===== config.mk =====
export PLATFORM = sky130hd
export DESIGN_NAME = uart_tx_fifo
export DESIGN_NICKNAME = d
export VERILOG_FILES = /design/src/rtl/uart_tx_fifo.sv
export SDC_FILE = /design/constraint.sdc
export NUM_CORES = 1
export LEC_CHECK = 0
export ABC_AREA = 1
export BUFFER_PORTS_ARGS = -buffer_cell sky130_fd_sc_hd__buf_2
export CAP_MARGIN = 10
export CORE_ASPECT_RATIO = 0.9
export CORE_MARGIN = 4
export CORE_UTILIZATION = 61
export DETAILED_ROUTE_END_ITERATION = 6
export PLACE_DENSITY = 0.8
export SLEW_MARGIN = 10
export SYNTH_ARGS = -nofsm -noshare
export SYNTH_HDL_FRONTEND = slang
export SYNTH_SLANG_ARGS = --single-unit

===== constraint.sdc =====
create_clock -name clk -period 2.8 [get_ports clk]
set_clock_uncertainty 0.15 [all_clocks]
set_input_delay 0.7 -clock clk [delete_from_list [all_inputs] [get_ports clk]]
set_output_delay 0.7 -clock clk [all_outputs]
set_load 0.01 [all_outputs]

===== src/rtl/uart_tx_fifo.sv =====
// UART transmitter fed by a write-side FIFO. Frames go out LSB-first, back-to-back,
// one bit per external baud tick, with parity and stop-bit count latched per frame.
module uart_tx_fifo #(
   parameter int DATA_BITS  = 8,
   parameter int FIFO_DEPTH = 8,
   localparam int CW = $clog2(FIFO_DEPTH)
) (
   input  logic                 clk,
   input  logic                 rst,
   input  logic                 baud_tick,
   input  logic                 wr_en,
   input  logic [DATA_BITS-1:0] data_in,
   input  logic                 parity_en,
   input  logic                 parity_odd,
   input  logic                 two_stop,
   output logic                 tx,
   output logic                 busy,
   output logic                 fifo_full,
   output logic                 fifo_empty,
   output logic [CW:0]          fifo_count,
   output logic                 overflow,
   output logic                 tx_done
);

   localparam int IW = $clog2(DATA_BITS);
   localparam logic [IW-1:0] LAST_IDX = IW'(DATA_BITS - 1);
   localparam logic [CW:0]   DEPTH_C  = (CW+1)'(FIFO_DEPTH);

   typedef enum logic [2:0] {IDLE, LOAD, START, DATA, PARITY, STOP1, STOP2} state_t;

   state_t               state, state_nx;
   logic [DATA_BITS-1:0] mem [FIFO_DEPTH];
   logic [CW-1:0]        wr_ptr, rd_ptr;
   logic [CW:0]          count;
   logic [DATA_BITS-1:0] shift_reg, head;
   logic [IW-1:0]        bit_idx;
   logic                 par_bit, cfg_pe, cfg_ts;
   logic                 tx_nx, pop, do_wr, frame_end, idx_clr, idx_inc, shift_en;

   assign head       = mem[rd_ptr];
   assign fifo_empty = (count == '0);
   assign fifo_full  = (count == DEPTH_C);
   assign fifo_count = count;
   assign busy       = (state != IDLE) || !fifo_empty;
   // Fullness is judged before any same-cycle pop, so a write while full is always dropped.
   assign do_wr      = wr_en && !fifo_full;
   assign overflow   = wr_en && fifo_full && !rst;
   assign tx_done    = frame_end && !rst;

   always_comb begin
      state_nx  = state;
      tx_nx     = tx;
      pop       = 1'b0;
      frame_end = 1'b0;
      idx_clr   = 1'b0;
      idx_inc   = 1'b0;
      shift_en  = 1'b0;
      case (state)
         IDLE:   if (!fifo_empty) begin pop = 1'b1; state_nx = LOAD; end
         LOAD:   if (baud_tick) begin tx_nx = 1'b0; state_nx = START; end
         START:  if (baud_tick) begin tx_nx = shift_reg[0]; idx_clr = 1'b1; state_nx = DATA; end
         DATA:
            if (baud_tick) begin
               if (bit_idx != LAST_IDX) begin
                  idx_inc  = 1'b1;
                  shift_en = 1'b1;
                  tx_nx    = shift_reg[1];
               end else if (cfg_pe) begin
                  tx_nx    = par_bit;
                  state_nx = PARITY;
               end else begin
                  tx_nx    = 1'b1;
                  state_nx = STOP1;
               end
            end
         PARITY: if (baud_tick) begin tx_nx = 1'b1; state_nx = STOP1; end
         STOP1:
            if (baud_tick) begin
               if (cfg_ts) begin tx_nx = 1'b1; state_nx = STOP2; end
               else frame_end = 1'b1;
            end
         STOP2:  if (baud_tick) frame_end = 1'b1;
         default: state_nx = IDLE;
      endcase
      // The tick ending a frame doubles as the start bit of the next queued word.
      if (frame_end) begin
         if (!fifo_empty) begin
            pop      = 1'b1;
            tx_nx    = 1'b0;
            state_nx = START;
         end else begin
            tx_nx    = 1'b1;
            state_nx = IDLE;
         end
      end
   end

   always_ff @(posedge clk) begin
      if (do_wr) mem[wr_ptr] <= data_in;
   end

   always_ff @(posedge clk) begin
      if (rst) begin
         state     <= IDLE;
         tx        <= 1'b1;
         wr_ptr    <= '0;
         rd_ptr    <= '0;
         count     <= '0;
         shift_reg <= '0;
         bit_idx   <= '0;
         par_bit   <= 1'b0;
         cfg_pe    <= 1'b0;
         cfg_ts    <= 1'b0;
      end else begin
         state <= state_nx;
         tx    <= tx_nx;
         if (do_wr) wr_ptr <= wr_ptr + 1'b1;
         if (pop) begin
            rd_ptr    <= rd_ptr + 1'b1;
            shift_reg <= head;
            par_bit   <= ^head ^ parity_odd;
            cfg_pe    <= parity_en;
            cfg_ts    <= two_stop;
         end else if (shift_en) begin
            shift_reg <= shift_reg >> 1;
         end
         case ({do_wr, pop})
            2'b10:   count <= count + 1'b1;
            2'b01:   count <= count - 1'b1;
            default: ;
         endcase
         if (idx_clr)      bit_idx <= '0;
         else if (idx_inc) bit_idx <= bit_idx + 1'b1;
      end
   end

endmodule

* Yosys cells after proc, flatten, opt, wreduce, memory -nomap -nowiden
Memories as Yosys holds them, arrays and structs flattened. A register that Yosys moved wholly into a read port is not among the register bits. Cells that the tools add are included.
Operators by class: $add $sub $neg 5, equality and inequality tests 19, multiplexer cells 42, bitwise operators 1, reduce and logical (&&, ||, !) cells 18
Operator list (count):
- $mux 3 | 11
- $ne 3x3->1 const B | 9
- $mux 1 | 24
- $pmux 3 s7 | 1
- $mux 8 | 2
- $add 3x1->3 const B | 3
- $eq 3x3->1 const B | 3
- $reduce_and 9->1 | 1
- $pmux 4 s2 | 1
- $reduce_xor 8->1 | 1
- $reduce_and 7->1 | 1
- $eq 3x2->1 const B | 2
- $reduce_bool 6->1 | 1
- $pmux 1 s5 | 1
- $add 4x1->4 const B | 1
- $eq 4x4->1 const B | 1
- $logic_and 1x1->1 | 4
- $logic_not 4->1 | 1
- $reduce_bool 2->1 | 2
- $sub 4x1->4 const B | 1
- $eq 3x1->1 const B | 1
- $logic_not 1->1 | 3
- $logic_not 3->1 | 1
- $reduce_bool 3->1 | 1
- other kinds (8) | 8
Storage, ports and cells: register bits after elaboration 28, RAM bits 64, input port bits 15, output and inout port bits 10, logic and storage cells 96, memories 1
Memory list:
- mem | depth 8, width 8, rd ports 1, clocked after memory_dff 1, wr ports 1, line 32 | logic [DATA_BITS-1:0] mem [FIFO_DEPTH];

* Longest topological paths before layout
word-level depth 7, mapped depth 19

* Least setup slack after synthesis
OpenSTA, ideal clock, no wires.
path kind register -> register, from register count[3], in the netlist fifo_count[3], to register count[2], in the netlist fifo_count[2], library setup time 115 ps, data arrival time 2250 ps, setup slack 285 ps, stages on the path, launching flop included 14, path through dfxtp_1 -> inv_1 -> nor4_1 -> nor2_1 -> inv_1 -> ha_1 -> nand2_1 -> inv_1 -> nor2_1 -> ha_1 -> a21oi_1 -> xor2_1 -> o21ai_0 -> inv_1
On the way: elaborated cells on any way between the ends 12
RTL lines:
- start, declared | line 34 | logic [CW:0] count;
- start signal, assigned | line 128 | 2'b10: count <= count + 1'b1;
- start signal, assigned | line 129 | 2'b01: count <= count - 1'b1;
- $eq 4x4->1 (*) | line 42 | assign fifo_full = (count == DEPTH_C);
- net fifo_full | line 18 | output logic fifo_full,
- $logic_not 1->1 (*) | line 46 | assign do_wr = wr_en && !fifo_full;
- $logic_and 1x1->1 (*) | line 46
- $eq 2x1->1 / $eq 2x2->1 (equally long branches) | line 127 | case ({do_wr, pop})
- $pmux 4 s2 / $reduce_bool 2->1 (equally long branches)
Mark *: on every way through the listed nets, which the timed path passes. The rest lies on a longest branch. A chain may end at the register's enable or synchronous reset.

* Worst setup path in the final report
from register count[0], in the netlist fifo_count[0], to register count[2], in the netlist fifo_count[2]
On the way: word-level cells in the longest chain between the ends 7, elaborated cells on any way between the ends 14
Ends and longest elaborated chain:
- $logic_not 4->1 | line 41 | assign fifo_empty = (count == '0);
- $mux 1 | line 59 | IDLE: if (!fifo_empty) begin pop = 1'b1; state_nx = LOAD; end
- $mux 1 | line 58 | case (state)
- $mux 1 | line 87 | if (!fifo_empty) begin
- $mux 1 | line 86 | if (frame_end) begin
- $eq 2x1->1 / $eq 2x2->1 (equally long branches) | line 127
- $pmux 4 s2 / $reduce_bool 2->1 (equally long branches)
Several ways; a longest one is shown, not always the timed one.

==> flow_summary.json <==
{
  "initial_utilization": 0.638,
  "vias_per_cell": 5.30,
  "netlist_area_um2": 4580,
  "synth_seq_cells": 95,
  "first_global_vias": 3271,
  "ys.flop_type": "edfxtp_1",
  "crit_chain": "nor4_1 > nor2_1 > inv_1 > ha_1 > nand2_1 > inv_1 > nor2_1 > ha_1 > a21oi_1 > xor2_1 > o21ai_0 > inv_1",
  "rsz0062_at_grt": "no",
  "drt-total-wl_mm": 9.21,
  "critPathMaxStageDelay_ps": 470,
  "cts_sinks": 95,
  "synth_cells": 543,
  "synth_cell_type_count": 36,
  "clk_pin_slew_worst_paths_ps": 90,
  "tritoncts": "built",
  "timing.final.crit_share": 0.895,
  "startpoint": "fifo_count[0]",
  "hp-start": "tx",
  "timing.rr.end": "fifo_count[2]",
  "cts_resized": 0,
  "yosysMostFrequentCell": "nand2_1",
  "status": "finished, final reports clean",
  "slew_violations": 0,
  "ys_top_cells_by_count": "nand2_1, inv_1, edfxtp_1, nand3_1, nor2_1",
  "cts_max_path_buffers": 2,
  "ff_latch_area_um2": 2540,
  "tns_ps": 0,
  "io_buffers": 24,
  "grt-ovfl-total": 0,
  "die_area_um2": 8960,
  "rows": 29,
  "fin_crit_ps": 2510,
  "async_flop_share": 0,
  "arrival_ps": 2620,
  "worstMarginPinSlew_ps": 473,
  "worstHoldPathCells": 2,
  "firstDrtPassIters": 5,
  "end_kind": "flip-flop",
  "num_vias": 3570,
  "reg2reg_depth": 12,
  "drtIter0Drc": 227,
  "fin_nets": 597,
  "cts_root_buf": "clkbuf_8",
  "path_common_cell": "inv_1",
  "grt_max_degree": 32,
  "worst-setup-path-type": "reg -> reg",
  "io_pins": 25,
  "yosys.area.top_type": "edfxtp_1",
  "cap_violations": 0,
  "antenna_found_initial": 0,
  "fill_cells": 540,
  "numCtsBuffers": 9,
  "yosysSeqAreaShare": 0.555,
  "cp_max_fo": 7,
  "die_height_um": 90.2,
  "cpMaxStageDelayCell": "nor4_1",
  "clock_latency_ps": 360,
  "largest_reg_flops": 64,
  "hold_class": "reg -> reg",
  "synth_top_area_share": 0.420,
  "core_um2": 7180,
  "required_ps": 2910,
  "startpoint_type": "flip-flop",
  "cts_max_level": 3,
  "hold_end": "tx",
  "final_util": 0.697,
  "yosysWarnings": 0,
  "finalSetupViolCount": 0,
  "power.density_nw_per_um2": 900,
  "globalRouteTotalUtil": 0.217,
  "irDropWorstVdd_uv": 478,
  "ant_nets": 0,
  "synthTopCellsByArea": "edfxtp_1, nand2_1, dfxtp_1, inv_1, nand3_1",
  "die_x_um": 99.3,
  "hpwl_mm": 6.25,
  "max_slew_margin": 0.684,
  "leakage_nw": 2.36,
  "r2r-start": "fifo_count[0]",
  "postCtsSetupBuffers": 0,
  "antenna_cells": 0,
  "hold_violations": 0,
  "layout-drive-gt1-share": 0.114,
  "routabilityCongestion": 0.915,
  "drcViolationCount": 0,
  "syn_nets": 565,
  "avgSynthCellArea_um2": 8.44,
  "grt_pass1_wl_mm": 15.4,
  "multi_input_area_um2": 1570,
  "synth_edf_count": 64,
  "syn_to_final_growth_pct": 9.37,
  "place_ws_ps": 156,
  "worst_slack_ps": 293,
  "hold_buffers": 0,
  "wl_per_cell_um": 13.7,
  "fmax_mhz": 399,
  "rrSetupSlack_ps": 290
}
## metal layers
metal,part of all wire,global-route usage
met4,0.012,0.0683
met3,0.063,0.0503
met1,0.43,0.290
met5,0,0
met2,0.49,0.352
## logic make-up (layout without fill, tap and decap cells)
kind of cell             Yosys count  after routing  share of synthesized area
AO/OA/AOI/OAI                     51             51                     0.0669
XOR/XNOR                           2              2                    0.00382
adder cells (fa/ha/maj)            7              7                     0.0191
buffers and inverters            107            144                      0.102
flip-flops                        95             95                      0.555
AND/OR/NAND/NOR                  281            281                      0.253
## metrics by stage
step                hold WS [ps]  total power, mW  instance area (um2)  instances
finish                       324             4.51                 5010        673
global route                 352             4.87                 5010        673
CTS                          328             4.51                 5010        673
detailed placement           305             3.54                 4790        657
global placement             302             3.47                 4790        657
floorplan                    290             3.18                 4580        543
## worst max path at each step
stage / depth (start not counted) / slack [ps] / end
finish: 12 / 290 / fifo_count[2]
global placement: 13 / 290 / fifo_count[2]
global route: 12 / 8 / fifo_count[2]
detailed placement: 13 / 160 / fifo_count[2]
floorplan: 13 / 280 / fifo_count[2]
CTS: 12 / 320 / fifo_count[2]
## cells in the final DEF (no fill, tap or decap), types with 3 or more instances in the layout
cell,instances
nand2_1,183
inv_1,83
edfxtp_1,64
nand3_1,46
nor2_1,38
dfxtp_1,31
buf_2,24
o21ai_0,17
a21oi_1,14
buf_4,13
clkbuf_8,9
ha_1,7
inv_2,6
a31oi_1,6
o21ai_1,5
nor3_1,4
a221oi_1,3
## report_power, final
group | total (mW) | internal, mW | switching (mW)
Sequential | 1.83 | 1.69 | 0.136
Clock | 0.971 | 0.504 | 0.467
Combinational | 1.71 | 0.573 | 1.14
## cell type report
cell class                      instances  area share
Timing Repair Buffer                   37      0.0435
Multi-Input combinational cell        341       0.313
Clock inverter                          7      0.0192
Clock buffer                            9      0.0247
Tap cell                               93      0.0232
Inverter                               91      0.0687
Sequential cell                        95       0.507
## critical path: cells and delay by family (launching register included)
family,cells,cell delay (ps)
simple gates,4,800
buf+inv,3,310
flops,1,380
compound gates,2,290
xor+xnor,1,80
fa+ha+maj,2,400
Power figures use the tool's default switching activity.
